$ cat config.mk
export PLATFORM = sky130hd
export DESIGN_NAME = tqvp_qam_mapper
export DESIGN_NICKNAME = d
export VERILOG_FILES = /design/src/rtl/tqvp_qam_pkg.sv /design/src/rtl/tqvp_sym_fifo.sv /design/src/rtl/tqvp_qam_mapper.sv
export SDC_FILE = /design/constraint.sdc
export NUM_CORES = 1
export LEC_CHECK = 0
export CAP_MARGIN = 20
export CELL_PAD_IN_SITES_DETAIL_PLACEMENT = 0
export CELL_PAD_IN_SITES_GLOBAL_PLACEMENT = 2
export CORE_ASPECT_RATIO = 0.6
export CORE_UTILIZATION = 40
export DETAILED_ROUTE_END_ITERATION = 8
export PLACE_DENSITY_LB_ADDON = 0.1
export SETUP_SLACK_MARGIN = 0.5
export SLEW_MARGIN = 20
export SYNTH_ARGS = -nofsm -noshare
export SYNTH_HDL_FRONTEND = slang
export SYNTH_SLANG_ARGS = --single-unit
$ cat constraint.sdc
create_clock -name clk -period 8.5 [get_ports clk]
set_clock_uncertainty 0.1 [all_clocks]
set_input_delay 0.85 -clock clk [delete_from_list [all_inputs] [get_ports clk]]
set_output_delay 0.85 -clock clk [all_outputs]
set_load 0.1 [all_outputs]
$ cat src/rtl/tqvp_qam_pkg.sv
// tqvp_qam_pkg: mode, state and register encodings plus Gray level tables; 64QAM table only with TQVP_QAM64_EN
package tqvp_qam_pkg;

    typedef enum logic [1:0] {MODE_BPSK, MODE_QPSK, MODE_16QAM, MODE_64QAM} mode_e;

    typedef enum logic [1:0] {ST_IDLE, ST_RUN, ST_DRAIN} state_e;

    localparam logic [3:0] ADDR_CTRL   = 4'h0;
    localparam logic [3:0] ADDR_STATUS = 4'h1;
    localparam logic [3:0] ADDR_DATA   = 4'h2;
    localparam logic [3:0] ADDR_LEVEL  = 4'h3;
    localparam logic [3:0] ADDR_HEAD_I = 4'h4;
    localparam logic [3:0] ADDR_HEAD_Q = 4'h5;
    localparam logic [3:0] ADDR_CLEAR  = 4'h6;

    function automatic logic [2:0] bps_of(input mode_e m);
        return m == MODE_BPSK ? 3'd1 : m == MODE_QPSK ? 3'd2 : m == MODE_16QAM ? 3'd4 : 3'd6;
    endfunction

    function automatic logic signed [3:0] gray16(input logic [1:0] b);
        return b == 2'b00 ? -4'sd3 : b == 2'b01 ? -4'sd1 : b == 2'b11 ? 4'sd1 : 4'sd3;
    endfunction

`ifdef TQVP_QAM64_EN
    function automatic logic signed [3:0] gray64(input logic [2:0] b);
        case (b)
            3'b000:  return -4'sd7;
            3'b001:  return -4'sd5;
            3'b011:  return -4'sd3;
            3'b010:  return -4'sd1;
            3'b110:  return 4'sd1;
            3'b111:  return 4'sd3;
            3'b101:  return 4'sd5;
            default: return 4'sd7;
        endcase
    endfunction
`endif

endpackage

$ cat src/rtl/tqvp_sym_fifo.sv
// tqvp_sym_fifo: synchronous symbol FIFO, head output forced to zero while empty
module tqvp_sym_fifo #(
    parameter int W     = 12,
    parameter int DEPTH = 8
) (
    input  logic                     clk,
    input  logic                     rst,
    input  logic                     push,
    input  logic [W-1:0]             din,
    input  logic                     pop,
    output logic [W-1:0]             dout,
    output logic                     valid,
    output logic                     full,
    output logic [$clog2(DEPTH):0]   level
);
    localparam int AW = $clog2(DEPTH);

    logic [W-1:0]  mem [DEPTH];
    logic [AW-1:0] wp, rp;
    logic          do_push, do_pop;

    assign valid   = level != '0;
    assign full    = level == (AW+1)'(DEPTH);
    assign do_pop  = pop && valid;
    assign do_push = push && (!full || do_pop);
    assign dout    = valid ? mem[rp] : '0;

    // pointer and occupancy tracking
    always_ff @(posedge clk or posedge rst) begin
        if (rst) begin
            wp    <= '0;
            rp    <= '0;
            level <= '0;
        end else begin
            if (do_push) wp <= wp + AW'(1);
            if (do_pop) rp <= rp + AW'(1);
            level <= level + (AW+1)'(do_push) - (AW+1)'(do_pop);
        end
    end

    // storage write
    always_ff @(posedge clk) begin
        if (do_push) mem[wp] <= din;
    end

endmodule

$ cat src/rtl/tqvp_qam_mapper.sv
// tqvp_qam_mapper: register-driven bit accumulator and Gray QAM mapper feeding a symbol FIFO; TQVP_QAM64_EN enables 64QAM
module tqvp_qam_mapper
    import tqvp_qam_pkg::*;
#(
    parameter int SAMPLE_W   = 6,
    parameter int FIFO_DEPTH = 8
) (
    input  logic                clk,
    input  logic                rst,
    input  logic [3:0]          address,
    input  logic                data_write,
    input  logic [7:0]          data_in,
    output logic [7:0]          data_out,
    output logic                sym_valid,
    input  logic                sym_ready,
    output logic [SAMPLE_W-1:0] sym_i,
    output logic [SAMPLE_W-1:0] sym_q,
    output logic                irq
);
    logic                          ctrl_en, ctrl_irq_en;
    mode_e                         ctrl_mode, eff_mode;
    state_e                        state;
    logic [15:0]                   acc, acc_sh, acc_nx;
    logic [4:0]                    cnt, cnt_sh, cnt_nx, used;
    logic [2:0]                    bps;
    logic                          overflow, done, busy;
    logic                          fifo_full, can_push, emit;
    logic                          wr_ctrl, flush, wr_data, wr_clr, accept;
    logic signed [3:0]             mi, mq;
    logic [$clog2(FIFO_DEPTH):0]   level;

`ifdef TQVP_QAM64_EN
    assign eff_mode = ctrl_mode;
`else
    assign eff_mode = ctrl_mode == MODE_64QAM ? MODE_16QAM : ctrl_mode;
`endif

    assign wr_ctrl  = data_write && address == ADDR_CTRL;
    assign flush    = wr_ctrl && data_in[3];
    assign wr_data  = data_write && address == ADDR_DATA;
    assign wr_clr   = data_write && address == ADDR_CLEAR;
    assign accept   = wr_data && cnt <= 5'd8;
    assign can_push = !fifo_full || (sym_valid && sym_ready);
    assign busy     = state != ST_IDLE || cnt != 5'd0;
    assign irq      = ctrl_irq_en && (overflow || done);

    // consume bits for an emitted symbol, then append an accepted byte above what remains
    always_comb begin
        bps    = bps_of(eff_mode);
        emit   = can_push && ((state == ST_RUN && cnt >= 5'(bps)) || (state == ST_DRAIN && cnt != 5'd0));
        used   = !emit ? 5'd0 : cnt < 5'(bps) ? cnt : 5'(bps);
        acc_sh = acc >> used;
        cnt_sh = cnt - used;
        acc_nx = accept ? acc_sh | (16'(data_in) << cnt_sh) : acc_sh;
        cnt_nx = cnt_sh + (accept ? 5'd8 : 5'd0);
    end

    // Gray mapping of the low accumulator bits; bits above cnt are always zero, giving the drain padding
    always_comb begin
        mi = acc[0] ? -4'sd1 : 4'sd1;
        mq = 4'sd0;
        case (eff_mode)
            MODE_QPSK: mq = acc[1] ? -4'sd1 : 4'sd1;
            MODE_16QAM: begin
                mi = gray16(acc[3:2]);
                mq = gray16(acc[1:0]);
            end
`ifdef TQVP_QAM64_EN
            MODE_64QAM: begin
                mi = gray64(acc[5:3]);
                mq = gray64(acc[2:0]);
            end
`endif
            default: ;
        endcase
    end

    // control register, accumulator and overflow flag
    always_ff @(posedge clk or posedge rst) begin
        if (rst) begin
            ctrl_en     <= 1'b0;
            ctrl_mode   <= MODE_BPSK;
            ctrl_irq_en <= 1'b0;
            acc         <= '0;
            cnt         <= '0;
            overflow    <= 1'b0;
        end else begin
            if (wr_ctrl) begin
                ctrl_en     <= data_in[0];
                ctrl_mode   <= mode_e'(data_in[2:1]);
                ctrl_irq_en <= data_in[4];
            end
            acc      <= acc_nx;
            cnt      <= cnt_nx;
            overflow <= wr_clr ? 1'b0 : overflow || (wr_data && !accept);
        end
    end

    // IDLE/RUN/DRAIN sequencing; flush overrides everything, drain completion latches done
    always_ff @(posedge clk or posedge rst) begin
        if (rst) begin
            state <= ST_IDLE;
            done  <= 1'b0;
        end else begin
            if (wr_clr) done <= 1'b0;
            if (flush) state <= ST_DRAIN;
            else begin
                case (state)
                    ST_IDLE:  if (ctrl_en) state <= ST_RUN;
                    ST_RUN:   if (!ctrl_en) state <= ST_IDLE;
                    ST_DRAIN: if (cnt == 5'd0) begin
                        state <= ST_IDLE;
                        done  <= 1'b1;
                    end
                    default:  state <= ST_IDLE;
                endcase
            end
        end
    end

    // register read mux
    always_comb begin
        data_out = 8'h00;
        case (address)
            ADDR_CTRL:   data_out = {3'b000, ctrl_irq_en, 1'b0, ctrl_mode, ctrl_en};
            ADDR_STATUS: data_out = {3'b000, done, overflow, !sym_valid, fifo_full, busy};
            ADDR_LEVEL:  data_out = 8'(level);
            ADDR_HEAD_I: data_out = 8'($signed(sym_i));
            ADDR_HEAD_Q: data_out = 8'($signed(sym_q));
            default:     ;
        endcase
    end

    tqvp_sym_fifo #(
        .W     (2 * SAMPLE_W),
        .DEPTH (FIFO_DEPTH)
    ) u_fifo (
        .clk   (clk),
        .rst   (rst),
        .push  (emit),
        .din   ({SAMPLE_W'(mi), SAMPLE_W'(mq)}),
        .pop   (sym_ready),
        .dout  ({sym_i, sym_q}),
        .valid (sym_valid),
        .full  (fifo_full),
        .level (level)
    );

endmodule
==> After elaboration in Yosys (flattened, before gate mapping) <==
Memory sizes are Yosys's and may differ from the RTL's.
Index checks and enable logic that the tools add are counted.
{ "word_totals": {"register_bits": 39, "latchBits": 0, "ramBits": 96, "mem_bits_ro": 0, "in_bits": 16, "output_inout_bits": 22, "wordCells": 105, "mem_count": 1} }
{ "mem_list": {"columns": ["name", "depth", "word_bits", "rd", "rd_ports_with_merged_regs", "write_ports", "line", "source"], "rows": [
  ["u_fifo.mem", 8, 12, 1, 0, 1, "tqvp_sym_fifo.sv:18", "logic [W-1:0] mem [DEPTH];"]
]} }
{ "op_classes": {"addsub": 6, "n_mul": 0, "div": 0, "magnitude_cmp": 3, "eq_ne": 19, "n_shift": 2, "n_mux": 32, "bitwise_logic": 1, "reduce_logical": 30} }
{ "ops": {"columns": ["operator", "count"], "rows": [
  ["$pmux 8 s5", 1],
  ["$mux 4", 8],
  ["$mux 16", 1],
  ["$mux 2", 8],
  ["$or 16x16->16", 1],
  ["$shl 8x5->16", 1],
  ["$shr 16x5->16", 1],
  ["$eq 4x3->1 const B", 3],
  ["$logic_and 1x1->1", 12],
  ["$mux 12", 1],
  ["$eq 2x2->1 const B", 5],
  ["$mux 5", 2],
  ["$eq 2x1->1 const B", 4],
  ["$eq 4x2->1 const B", 2],
  ["$logic_not 2->1", 4],
  ["$pmux 4 s2", 1],
  ["$mux 1", 7],
  ["$add 3x1->3 const B", 2],
  ["$mux 3", 2],
  ["$ne 3x3->1 const B", 2],
  ["$pmux 2 s3", 1],
  ["$add 5x4->5", 1],
  ["$ge 5x3->1", 1],
  ["$le 5x4->1 const B", 1],
  ["other kinds (15)", 21]
]} }

==> Longest topological paths before layout <==
{ "depth": {"ltp_word": 15, "depth_mapped": 19, "ltp_nobuf": 17} }

==> Modules after synthesis <==
From an unflattened synthesis, not the netlist that was laid out.
{ "hier_totals": {"cells_unflattened": 558, "hier_area_um2": 7364.6} }
{ "by_module_without_submodules": {"columns": ["mod", "instances", "cells_each", "area_per_inst_um2", "seq_area_each_um2"], "rows": [
  ["tqvp_sym_fifo", 1, 201, 4282.9, 3133.0],
  ["tqvp_qam_mapper", 1, 357, 3081.7, 725.7]
]} }

==> Least setup slack after synthesis <==
OpenSTA, ideal clock, no wires.
{ "synth_path": {"kind": "reg-to-output", "from": "register u_fifo.rp[0]", "to": "output data_out[0]", "t_arrival_ns": 4.779, "t_required_ns": 7.550, "setup_slack_ns": 2.771, "stages_incl_launch_ff": 7, "path_buffers": 1, "path_cell_list": "dfrtp_1 > buf_6 > mux4_2 > mux2i_1 > nor2_1 > a31oi_1 > o32ai_1"} }
{ "synth_between": {"elab_chain_len": 3} }
{ "synth_rtl": {"columns": ["element", "line", "source"], "rows": [
  ["start: declaration", "tqvp_sym_fifo.sv:19", "logic [AW-1:0] wp, rp;"],
  ["start signal: assignment", "tqvp_sym_fifo.sv:36", "if (do_pop) rp <= rp + AW'(1);"],
  ["$mem_v2 8x12", null, null],
  ["$mux 12", "tqvp_sym_fifo.sv:26", "assign dout = valid ? mem[rp] : '0;"],
  ["via sym_q[0]", "tqvp_qam_mapper.sv:17", "output logic [SAMPLE_W-1:0] sym_q,"],
  ["$pmux 8 s5", "tqvp_qam_mapper.sv:124", "case (address)"],
  ["end: declaration", "tqvp_qam_mapper.sv:13", "output logic [7:0] data_out,"]
]} }
The timed path passes the listed nets, and every way through them passes these cells.

==> Worst setup path in the final report <==
{ "layout_path": {"from": "register ctrl_mode[1]", "to": "register acc[11]"} }
{ "layout_between": {"elab_chain_len": 15, "elab_cells_between_ends": 20, "classes_between": "add/sub: 1; order compare: 2; eq/ne: 3; shift: 2; mux: 7; bitwise: 1; reduce/logical: 4"} }
{ "layout_rtl": {"columns": ["element", "line", "source"], "rows": [
  ["start: declaration", "tqvp_qam_mapper.sv:21", "mode_e ctrl_mode, eff_mode;"],
  ["start signal: assignment", "tqvp_qam_mapper.sv:90", "ctrl_mode <= mode_e'(data_in[2:1]);"],
  ["$eq 2x2->1", "tqvp_qam_mapper.sv:35", "assign eff_mode = ctrl_mode == MODE_64QAM ? MODE_16QAM : ctrl_mode;"],
  ["$mux 2 (*)", "tqvp_qam_mapper.sv:35", null],
  ["$eq 2x2->1", "tqvp_qam_pkg.sv:17", "return m == MODE_BPSK ? 3'd1 : m == MODE_QPSK ? 3'd2 : m == MODE_16QAM ? 3'd4 : 3'd6;"],
  ["$mux 2", "tqvp_qam_pkg.sv:17", null],
  ["$mux 3", "tqvp_qam_pkg.sv:17", null],
  ["$mux 3 (*)", "tqvp_qam_pkg.sv:17", null],
  ["$ge 5x3->1", "tqvp_qam_mapper.sv:50", "emit = can_push && ((state == ST_RUN && cnt >= 5'(bps)) || (state == ST_DRAIN && cnt != 5'd0));"],
  ["$logic_and 1x1->1", "tqvp_qam_mapper.sv:50", null],
  ["$logic_or 1x1->1", "tqvp_qam_mapper.sv:50", null],
  ["$logic_and 1x1->1", "tqvp_qam_mapper.sv:50", null],
  ["$mux 5 (*)", "tqvp_qam_mapper.sv:51", "used = !emit ? 5'd0 : cnt < 5'(bps) ? cnt : 5'(bps);"],
  ["$sub 5x5->5", "tqvp_qam_mapper.sv:53", "cnt_sh = cnt - used;"],
  ["$shl 8x5->16", "tqvp_qam_mapper.sv:54", "acc_nx = accept ? acc_sh | (16'(data_in) << cnt_sh) : acc_sh;"],
  ["$or 16x16->16", "tqvp_qam_mapper.sv:54", null],
  ["$mux 16 (*)", "tqvp_qam_mapper.sv:54", null],
  ["via acc_nx[11]", "tqvp_qam_mapper.sv:23", "logic [15:0] acc, acc_sh, acc_nx;"],
  ["end signal: assignment", "tqvp_qam_mapper.sv:93", "acc <= acc_nx;"],
  ["end: declaration", "tqvp_qam_mapper.sv:23", null]
]} }
Mark *: on every way through the listed nets, which the timed path passes. The rest lies on a longest branch.
A chain may end at the register's enable or synchronous reset.

==> flow_summary.json <==
{
  "grt_max_degree": 40,
  "final_area_mm2": 0.00581,
  "drv_slew": 0,
  "crit_required_ps": 8590,
  "synth_edf_count": 40,
  "report.final.setup_viol": 0,
  "cts_tree": "done",
  "grt_setup_unrepaired": "no",
  "row_count": 31,
  "tightest_slew_ps": 978,
  "ios": 38,
  "worstSetupEndpointType": "flop",
  "layout-drive-gt1-share_pct": 10.9,
  "maxCapViolCount": 0,
  "finalWeightedCongestion": 0.919,
  "clock.fmax_mhz": 185,
  "syn-instance-count": 491,
  "path_clk_slew_ps": 70,
  "final_cells": 687,
  "setup_ws_ps": 3090,
  "hold_path_class": "reg2reg",
  "synth_area_per_cell_um2": 10.3,
  "dp.final_hpwl_um": 10600,
  "synth_seq_area_share_pct": 43.0,
  "fill_cells": 1132,
  "die_width_um": 147,
  "diodes": 0,
  "fp.coreArea_mm2": 0.0122,
  "drt-pass1-iter-count": 5,
  "post_cts_buffers": 0,
  "clock_path_buffers": 2,
  "ys_ff_latch": 79,
  "hold_buffers": 0,
  "synth_area_mm2": 0.00506,
  "dieArea_mm2": 0.0131,
  "crit_path_top_delay_cell": "fa_1",
  "grt_pass1_vias": 3780,
  "htree_levels": 3,
  "cp-start-kind": "flop",
  "ys.flop_type": "edfxtp_1",
  "period_share_pct": 63.7,
  "grt_pass1_wl_um": 22100,
  "fin_setup_tns_ps": 0,
  "routed_wl_um": 14100,
  "mostFrequentLayoutCells": "nand2_1 (44), edfxtp_1 (40), dfrtp_1 (39)",
  "dpl-instance-area_mm2": 0.00548,
  "path_max_fanout": 14,
  "via_count": 4055,
  "postRouteAntennaNets": 0,
  "cpPeakStageDelay_ps": 960,
  "fin_crit_ps": 5410,
  "fin_nets": 558,
  "antenna_found_initial": 0,
  "crit_type": "reg2reg",
  "dpl.cell_count": 671,
  "port_buffers": 37,
  "dp_slack_ps": 3220,
  "root_buffer": "clkbuf_16",
  "via_per_inst": 5.90,
  "cts-buffers-inserted": 9,
  "cp_data_arrival_time_ps": 5500,
  "final_common_cell": "nand2_1",
  "track_usage_pct": 22.8,
  "status": "completed",
  "synthArstFlopShare_pct": 49.4,
  "die_y_um": 89.1,
  "clk_latency_ps": 340,
  "drt_iter0_markers": 341,
  "area_delta_synth_final_pct": 14.8,
  "cts-resized-gates": 0,
  "start_util_pct": 41.5,
  "drc": 0,
  "synth_cell_types": 76,
  "crit_chain": "or2_2 > inv_1 > ha_1 > nor2b_1 > o21ai_2 > a21o_1 > nand2_1 > nand2_1 > inv_1 > fa_1 > mux2_2 > o21ai_0 > nor3_1 > o21ai_0 > o221ai_1",
  "cts.sinks": 79,
  "wl_per_cell_um": 20.5,
  "hold_viol": 0,
  "overflow": 0,
  "slew_headroom_pct": 34.6,
  "synth_warnings": 0
}
==> path summary, 6_finish.rpt <==
path,from,end,slack [ps],cells past startpoint
max in group asynchronous,rst,cnt[3],7060,3
worst max register to register,ctrl_mode[1],acc[11],3090,15
worst max-delay path,ctrl_mode[1],acc[11],3090,15
min in group asynchronous,rst,u_fifo.rp[1],850,3
worst min-delay path,ctrl_en,ctrl_en,420,2
worst min register to register,ctrl_en,ctrl_en,420,2
==> synth_stat cells, drive strengths merged (3+ instances only) <==
cell type   n  area (um^2)
o211ai      3         22.5
nor3       18          106
nand2b      8         50.1
a31oi       5         31.3
a21oi      34          181
nand3      10         50.1
xnor2       8         70.1
inv        33          124
o221ai     14          123
dfrtp      39          976
nor2b       6         37.5
a211oi      5         42.5
clkbuf      9         53.8
o21a        3         22.5
nor3b       3         22.5
o21ai      34          174
and2        3         20.0
mux2i      18          180
edfxtp     40         1200
ha         22          275
o22ai       6         37.5
mux4       12          270
fa          3         60.1
nand2      45          171
buf        18          139
or3         5         46.3
mux2        4         45.0
a21o        3         22.5
nor2       41          161
xor2        4         35.0
==> through the flow <==
step                      hold slack, ps  util, %
after global placement               398     45.0
after detailed placement             409     45.0
final                                421     47.7
after floorplan                      361        -
after global routing                 456     47.7
after CTS                            421     47.7
==> registers in the layout, indices dropped and copies added, names as in the netlist <==
register / flops
state: 2
done: 1
ctrl_irq_en: 1
ctrl_mode: 2
acc: 16
u_fifo.rp: 3
u_fifo.level: 4
overflow: 1
cnt: 5
u_fifo.mem: 40
u_fifo.wp: 3
ctrl_en: 1
==> cells by family after synthesis <==
family | Yosys count | share of synthesized area, %
DFF | 79 | 43.0
adders and majority gates | 25 | 6.63
other | 1 | 0.0741
buffers and inverters | 61 | 6.45
AOI/OAI and AO/OA | 129 | 16.8
xor gates and xnor gates | 12 | 2.08
muxes | 34 | 9.79
and+or+nand+nor | 150 | 15.2
==> routing by layer <==
layer  up-vias  GRT usage [%]  share of wire, %
li1       1860              -                 -
met1      2005           36.0                52
met2       179           29.1                38
met3        11           7.30               9.3
met4         0           4.97              0.73
met5         -              0                 0
==> worst max-delay path: cells and delay by family (launching register included) <==
kind                       cells  cell delay, ps
muxes                          1             410
buffers and inverters          2             280
and+or+nand+nor                5            1070
AOI/OAI and AO/OA              5            1750
DFF                            1             500
adders and majority gates      2            1120
==> area by class of cell <==
| cell class | instances | area (um^2) | area share (%) |
|---|---|---|---|
| multi-input combinational | 352 | 2560 | 44.1 |
| sequential | 79 | 2180 | 37.5 |
| timing repair buffer | 42 | 408 | 7.02 |
| clock buffer | 9 | 225 | 3.88 |
| tap | 165 | 206 | 3.55 |
| inverter | 33 | 124 | 2.13 |
| clock inverter | 7 | 109 | 1.87 |
Power is left out: the tool's default activity adds up to more than one toggle a clock period on the data nets, which glitch-free logic cannot reach.
